`src/rtl/alu_arbiter.sv`:
```
// Two-requester front end for a single shared combinational ALU.
// Round-robin arbitration, one transaction in flight, registered responses.
module alu_arbiter #(
    parameter int WIDTH = 32
) (
    input  logic             clock,
    input  logic             reset,

    input  logic             req0_valid,
    output logic             req0_ready,
    input  logic [WIDTH-1:0] req0_A,
    input  logic [WIDTH-1:0] req0_B,
    input  logic [2:0]       req0_op,

    input  logic             req1_valid,
    output logic             req1_ready,
    input  logic [WIDTH-1:0] req1_A,
    input  logic [WIDTH-1:0] req1_B,
    input  logic [2:0]       req1_op,

    output logic             rsp0_valid,
    input  logic             rsp0_ready,
    output logic [WIDTH-1:0] rsp0_result,
    output logic             rsp0_zero,
    output logic             rsp0_err,

    output logic             rsp1_valid,
    input  logic             rsp1_ready,
    output logic [WIDTH-1:0] rsp1_result,
    output logic             rsp1_zero,
    output logic             rsp1_err,

    output logic [WIDTH-1:0] src_A,
    output logic [WIDTH-1:0] src_B,
    output logic [2:0]       ALU_control,
    input  logic [WIDTH-1:0] ALU_result,
    input  logic             zero,

    output logic             busy,
    output logic             grant_id
);

    // state | meaning
    // IDLE  | waiting for a request; ready offered to the arbitration winner
    // EXEC  | ALU operands driven; result captured at the end of this cycle
    // RESP  | response held on the granted rsp port until handshake
    typedef enum logic [1:0] {IDLE, EXEC, RESP} state_t;

    state_t           state;
    logic             ptr;
    logic [WIDTH-1:0] res_q;
    logic             zero_q;
    logic             err_q;

    logic             any_valid;
    logic             winner;
    logic             in_idle;
    logic             rsp_fire;
    logic [WIDTH-1:0] sel_A;
    logic [WIDTH-1:0] sel_B;
    logic [2:0]       sel_op;
    logic             sel_legal;

    assign any_valid = req0_valid | req1_valid;
    assign winner    = (req0_valid & req1_valid) ? ptr : req1_valid;
    assign sel_A     = winner ? req1_A  : req0_A;
    assign sel_B     = winner ? req1_B  : req0_B;
    assign sel_op    = winner ? req1_op : req0_op;
    assign sel_legal = (sel_op != 3'b100) && (sel_op != 3'b110) && (sel_op != 3'b111);

    // Handshake outputs are gated by reset so nothing is offered while it is asserted.
    assign in_idle    = reset && (state == IDLE);
    assign req0_ready = in_idle & req0_valid & ~winner;
    assign req1_ready = in_idle & req1_valid & winner;
    assign busy       = reset && (state != IDLE);
    assign rsp0_valid = reset && (state == RESP) && !grant_id;
    assign rsp1_valid = reset && (state == RESP) && grant_id;
    assign rsp_fire   = grant_id ? rsp1_ready : rsp0_ready;

    assign rsp0_result = res_q;
    assign rsp0_zero   = zero_q;
    assign rsp0_err    = err_q;
    assign rsp1_result = res_q;
    assign rsp1_zero   = zero_q;
    assign rsp1_err    = err_q;

    always_ff @(posedge clock) begin
        if (!reset) begin
            state       <= IDLE;
            ptr         <= 1'b0;
            grant_id    <= 1'b0;
            src_A       <= '0;
            src_B       <= '0;
            ALU_control <= 3'b000;
            res_q       <= '0;
            zero_q      <= 1'b0;
            err_q       <= 1'b0;
        end else begin
            case (state)
                IDLE: begin
                    if (any_valid) begin
                        src_A       <= sel_A;
                        src_B       <= sel_B;
                        ALU_control <= sel_op;
                        grant_id    <= winner;
                        if (sel_legal) begin
                            state <= EXEC;
                        end else begin
                            // Illegal op skips the ALU and answers with an error response.
                            res_q  <= '0;
                            zero_q <= 1'b1;
                            err_q  <= 1'b1;
                            state  <= RESP;
                        end
                    end
                end
                EXEC: begin
                    res_q  <= ALU_result;
                    zero_q <= zero;
                    err_q  <= 1'b0;
                    state  <= RESP;
                end
                RESP: begin
                    if (rsp_fire) begin
                        ptr   <= ~grant_id;
                        state <= IDLE;
                    end
                end
                default: state <= IDLE;
            endcase
        end
    end

endmodule

```
`config.mk`:
```
export PLATFORM = sky130hd
export DESIGN_NAME = alu_arbiter
export DESIGN_NICKNAME = d
export VERILOG_FILES = /design/src/rtl/alu_arbiter.sv
export SDC_FILE = /design/constraint.sdc
export NUM_CORES = 1
export LEC_CHECK = 0
export CAP_MARGIN = 20
export CORE_ASPECT_RATIO = 0.5
export CORE_MARGIN = 1.5
export CORE_UTILIZATION = 32
export DETAILED_ROUTE_END_ITERATION = 6
export GPL_ROUTABILITY_DRIVEN = 0
export PLACE_DENSITY = 0.74
export RECOVER_POWER = 25
export SYNTH_ARGS = -nofsm -noshare
export SYNTH_HDL_FRONTEND = slang
export SYNTH_SLANG_ARGS = --single-unit
```
`constraint.sdc`:
```
create_clock -name clock -period 1.3 [get_ports clock]
set_input_delay 0.26 -clock clock [delete_from_list [all_inputs] [get_ports clock]]
set_output_delay 0.26 -clock clock [all_outputs]
set_load 0.03 [all_outputs]
```
==> qor.yml <==
synth:
  yosysTopAreaCell: "dfxtp_1"
  syn_nets: 625
  yosys.area_share.xor_xnor_pct: 0
  synth_fa_ha_area_share_pct: 0
  ys_types: 27
  synth_mux_area_share_pct: 15.36
  avgSynthCellArea_um2: 9.805
  ys_ff_latch: 105
  async_flop_share_pct: 0
  synth-simple-area-share_pct: 3.049
  synth_area_um2: 4432
  synth_edf_count: 0
  synth_top_flop_cell: "dfxtp_1"
  synth_top_family_by_area: "compound AO/OA/AOI/OAI gates"
  yosys_warnings: 0
  synthTopCellsByCount: "105 x dfxtp_1, 70 x a21oi_1, 68 x mux2i_1, 68 x o21ai_0, 34 x buf_4"
  ys_seq_area_share_pct: 47.43
  synth.most_common_cell: "dfxtp_1"
  synth-compound-area-share_pct: 23.88
  synth_cells: 452
  yosys-top-cells-area: "dfxtp_1 47%, mux2i_1 15%, a21oi_1 7.9%"
  yosysTopAreaCellShare_pct: 47.43
timing:
  max_slew_margin_pct: 77.89
  min_period_over_period_pct: 119.7
  max_freq_mhz: 642.4
  period_minus_slack_ns: 1.557
  whs_ns: 0.2535
  hold_viol: 0
  setup_viol: 109
  tightest_slew_ns: 0.3312
  worst_slack_ns: -0.2567
  drv_slew: 0
  fin_skew_ns: 0.01023
  fin_setup_tns_ns: -21.34
  rsz0062_at_grt: "yes"
detailed_routing:
  via_count: 4619
  ant_nets: 0
  drc: 0
  drt_wl_total_mm: 16.01
  first_iter_violations: 180
  drtPass1Iterations: 4
  vias_per_cell: 4.757
  routedWlPerCell_um: 16.49
power_and_ir_drop:
  peakVddDrop_uv: 693.4
  power_mw: 11.00
  power.leakage_nw: 3.813
  power.density_nw_per_um2: 1285
  combPwrFrac_pct: 40.6
  power.switching_mw: 3.762
  seq_power_share_pct: 35.3
  swShare_pct: 34.20
  intPower_mw: 7.239
  clockPowerShare_pct: 24.1
final_layout:
  drive_gt1_share_pct: 35.17
  syn2layout_area_growth_pct: 93.20
  antennaDiodeCount: 0
  fill_cells: 1121
  nets: 947
hold_path:
  whs_path_depth: 3
  hp-class: "in -> reg"
  min_to: "state[0]"
  min_from: "reset"
grt:
  grt_pass1_wl_mm: 23.54
  grt_usage_pct: 20.46
  first_global_vias: 4517
  grt_max_degree: 51
  gr-total-overflow: 0
  antenna_found_initial: 0
setup_path:
  worstPathMaxFanout: 8
  crit_path_cell_trace: "buf_4 > buf_6 > nor3_4 > buf_6 > buf_12 > buf_12 > buf_16 > a21oi_2"
  required_ns: 1.52
  slowest_stage: "dfxtp_2"
  ff2ff_path_depth: 8
  startpoint_type: "flip-flop"
  reg2reg_slack_ns: -0.26
  r2r-end: "src_A[16]"
  reg2reg_from: "state[1]"
  crit_arrival_ns: 1.78
  path_class: "reg -> reg"
  max_stage_delay_ns: 0.34
  end_kind: "flip-flop"
job:
  cap_violations: 0
place:
  post-place-ws_ns: -0.5752
  port-buffer-count: 313
  hpwl_mm: 11.00
clock_tree:
  cts_tree: "yes"
  path_clk_slew_ns: 0.07
  clock-root-buffer: "clkbuf_16"
  cts_htree_levels: 3
  clk_path_buf_depth: 2
  insertion_delay_ns: 0.35
  cts.sinks: 105
  numCtsBuffers: 9
  hold_buffers: 0
floorplanning:
  start_util_pct: 32.71
  die-height_um: 86.22
  core_area_um2: 13550
  io_pins: 314
  rows: 30
  die_w_um: 169.4
  die-area_um2: 14610
run_status:
  status: "finished, violations left"
  violations: "setup timing"
power by group through the flow:
| stage | clock, mW | combinational, mW | sequential [mW] |
|---|---|---|---|
| 2_1_floorplan | 0 | 1.28 | 4.66 |
| 6_report | 2.65 | 4.47 | 3.88 |
| 4_1_cts | 2.74 | 4.56 | 3.91 |
| 5_1_grt | 2.84 | 4.69 | 3.93 |
| 3_5_place_dp | 0 | 3.96 | 3.97 |
| 3_3_place_gp | 0 | 3.92 | 3.96 |
through the flow:
step | cells | cell area, um2 | utilization (%)
global placement | 923 | 7856 | 57.98
CTS | 964 | 8792 | 64.88
floorplan | 452 | 4489 | -
finish | 971 | 8562 | 63.19
global route | 971 | 8562 | 63.19
detailed placement | 923 | 7856 | 57.98
worst max-delay path by stage:
| stage | from | end | slack (ns) |
|---|---|---|---|
| final | state[1] | src_A[16] | -0.26 |
| after global placement | req0_valid | rsp0_result[25] | -0.54 |
| after detailed placement | req0_valid | src_A[4] | -0.58 |
| after floorplan | state[1] | rsp0_valid | -0.004 |
| after CTS | state[1] | rsp0_valid | -0.24 |
| after global routing | state[1] | src_B[30] | -0.32 |
registers in the layout, indices dropped and copies added, names as in the netlist:
name,flops
ALU_control,3
grant_id,1
ptr,1
rsp0_err,1
rsp0_result,32
rsp0_zero,1
src_A,32
src_B,32
state,2
cells by family (layout without fill, tap and decap cells):
kind of cell	after synthesis	after routing
AOI/OAI and AO/OA	178	178
DFF	105	105
muxes	68	68
and+or+nand+nor	25	25
buffers and inverters	76	403
what timing repair did:
item                                    in CTS  in global routing
buffers inserted                            17                  6
gates resized for setup                    295                100
endpoints found under the hold margin        0                  0
gates cloned                                 8                  4
endpoints found under the setup margin     180                136
pin swaps                                    7                 10
critical path: cells and delay by family, from the launching register on:
| kind | cells | cell delay, ns |
|---|---|---|
| AO/OA/AOI/OAI | 1 | 0.05 |
| buffers and inverters | 6 | 0.83 |
| flip-flops | 1 | 0.34 |
| AND/OR/NAND/NOR | 1 | 0.21 |
layout by cell type (no fill, tap or decap), types with 2 or more instances in the layout:
master | Yosys | routed
a21oi_1 | 70 | 54
a21oi_2 | 0 | 16
a22o_1 | 32 | 32
and2_1 | 3 | 3
buf_12 | 0 | 15
buf_16 | 0 | 6
buf_2 | 16 | 22
buf_4 | 34 | 60
buf_6 | 3 | 19
buf_8 | 0 | 6
clkbuf_16 | 0 | 12
clkbuf_2 | 0 | 30
clkbuf_8 | 0 | 2
clkdlybuf4s15_2 | 0 | 46
clkdlybuf4s18_2 | 0 | 3
clkdlybuf4s50_1 | 0 | 169
dfxtp_1 | 105 | 102
dfxtp_2 | 0 | 2
dlygate4sd2_1 | 0 | 2
inv_1 | 5 | 5
inv_6 | 0 | 2
mux2i_1 | 68 | 68
nand2_2 | 0 | 3
nand2b_4 | 0 | 2
nand3_1 | 2 | 2
nor2_1 | 6 | 2
nor2_2 | 0 | 2
nor2_4 | 0 | 2
o211ai_1 | 2 | 2
o21ai_0 | 68 | 19
o21ai_1 | 0 | 39
o21ai_2 | 0 | 9
cell type report:
type,count,area (um2),area share [%]
sequential,105,2108,24.62
inverter,5,18.77,0.2192
clock buffer,12,256.5,2.996
clock inverter,4,33.78,0.3946
timing repair buffer,382,3825,44.67
tap,192,240.2,2.806
multi-input combinational,271,2079,24.29
metal layers:
| metal | vias to the layer above | GRT usage, % | share of wire [%] |
|---|---|---|---|
| met1 | 2216 | 24.33 | 42 |
| met5 | - | 0 | 0 |
| met3 | 19 | 4.110 | 4.3 |
| met4 | 0 | 4.827 | 1.5 |
| li1 | 2247 | - | - |
| met2 | 137 | 38.31 | 52 |
No activity file was read; power rests on OpenSTA's default activity.
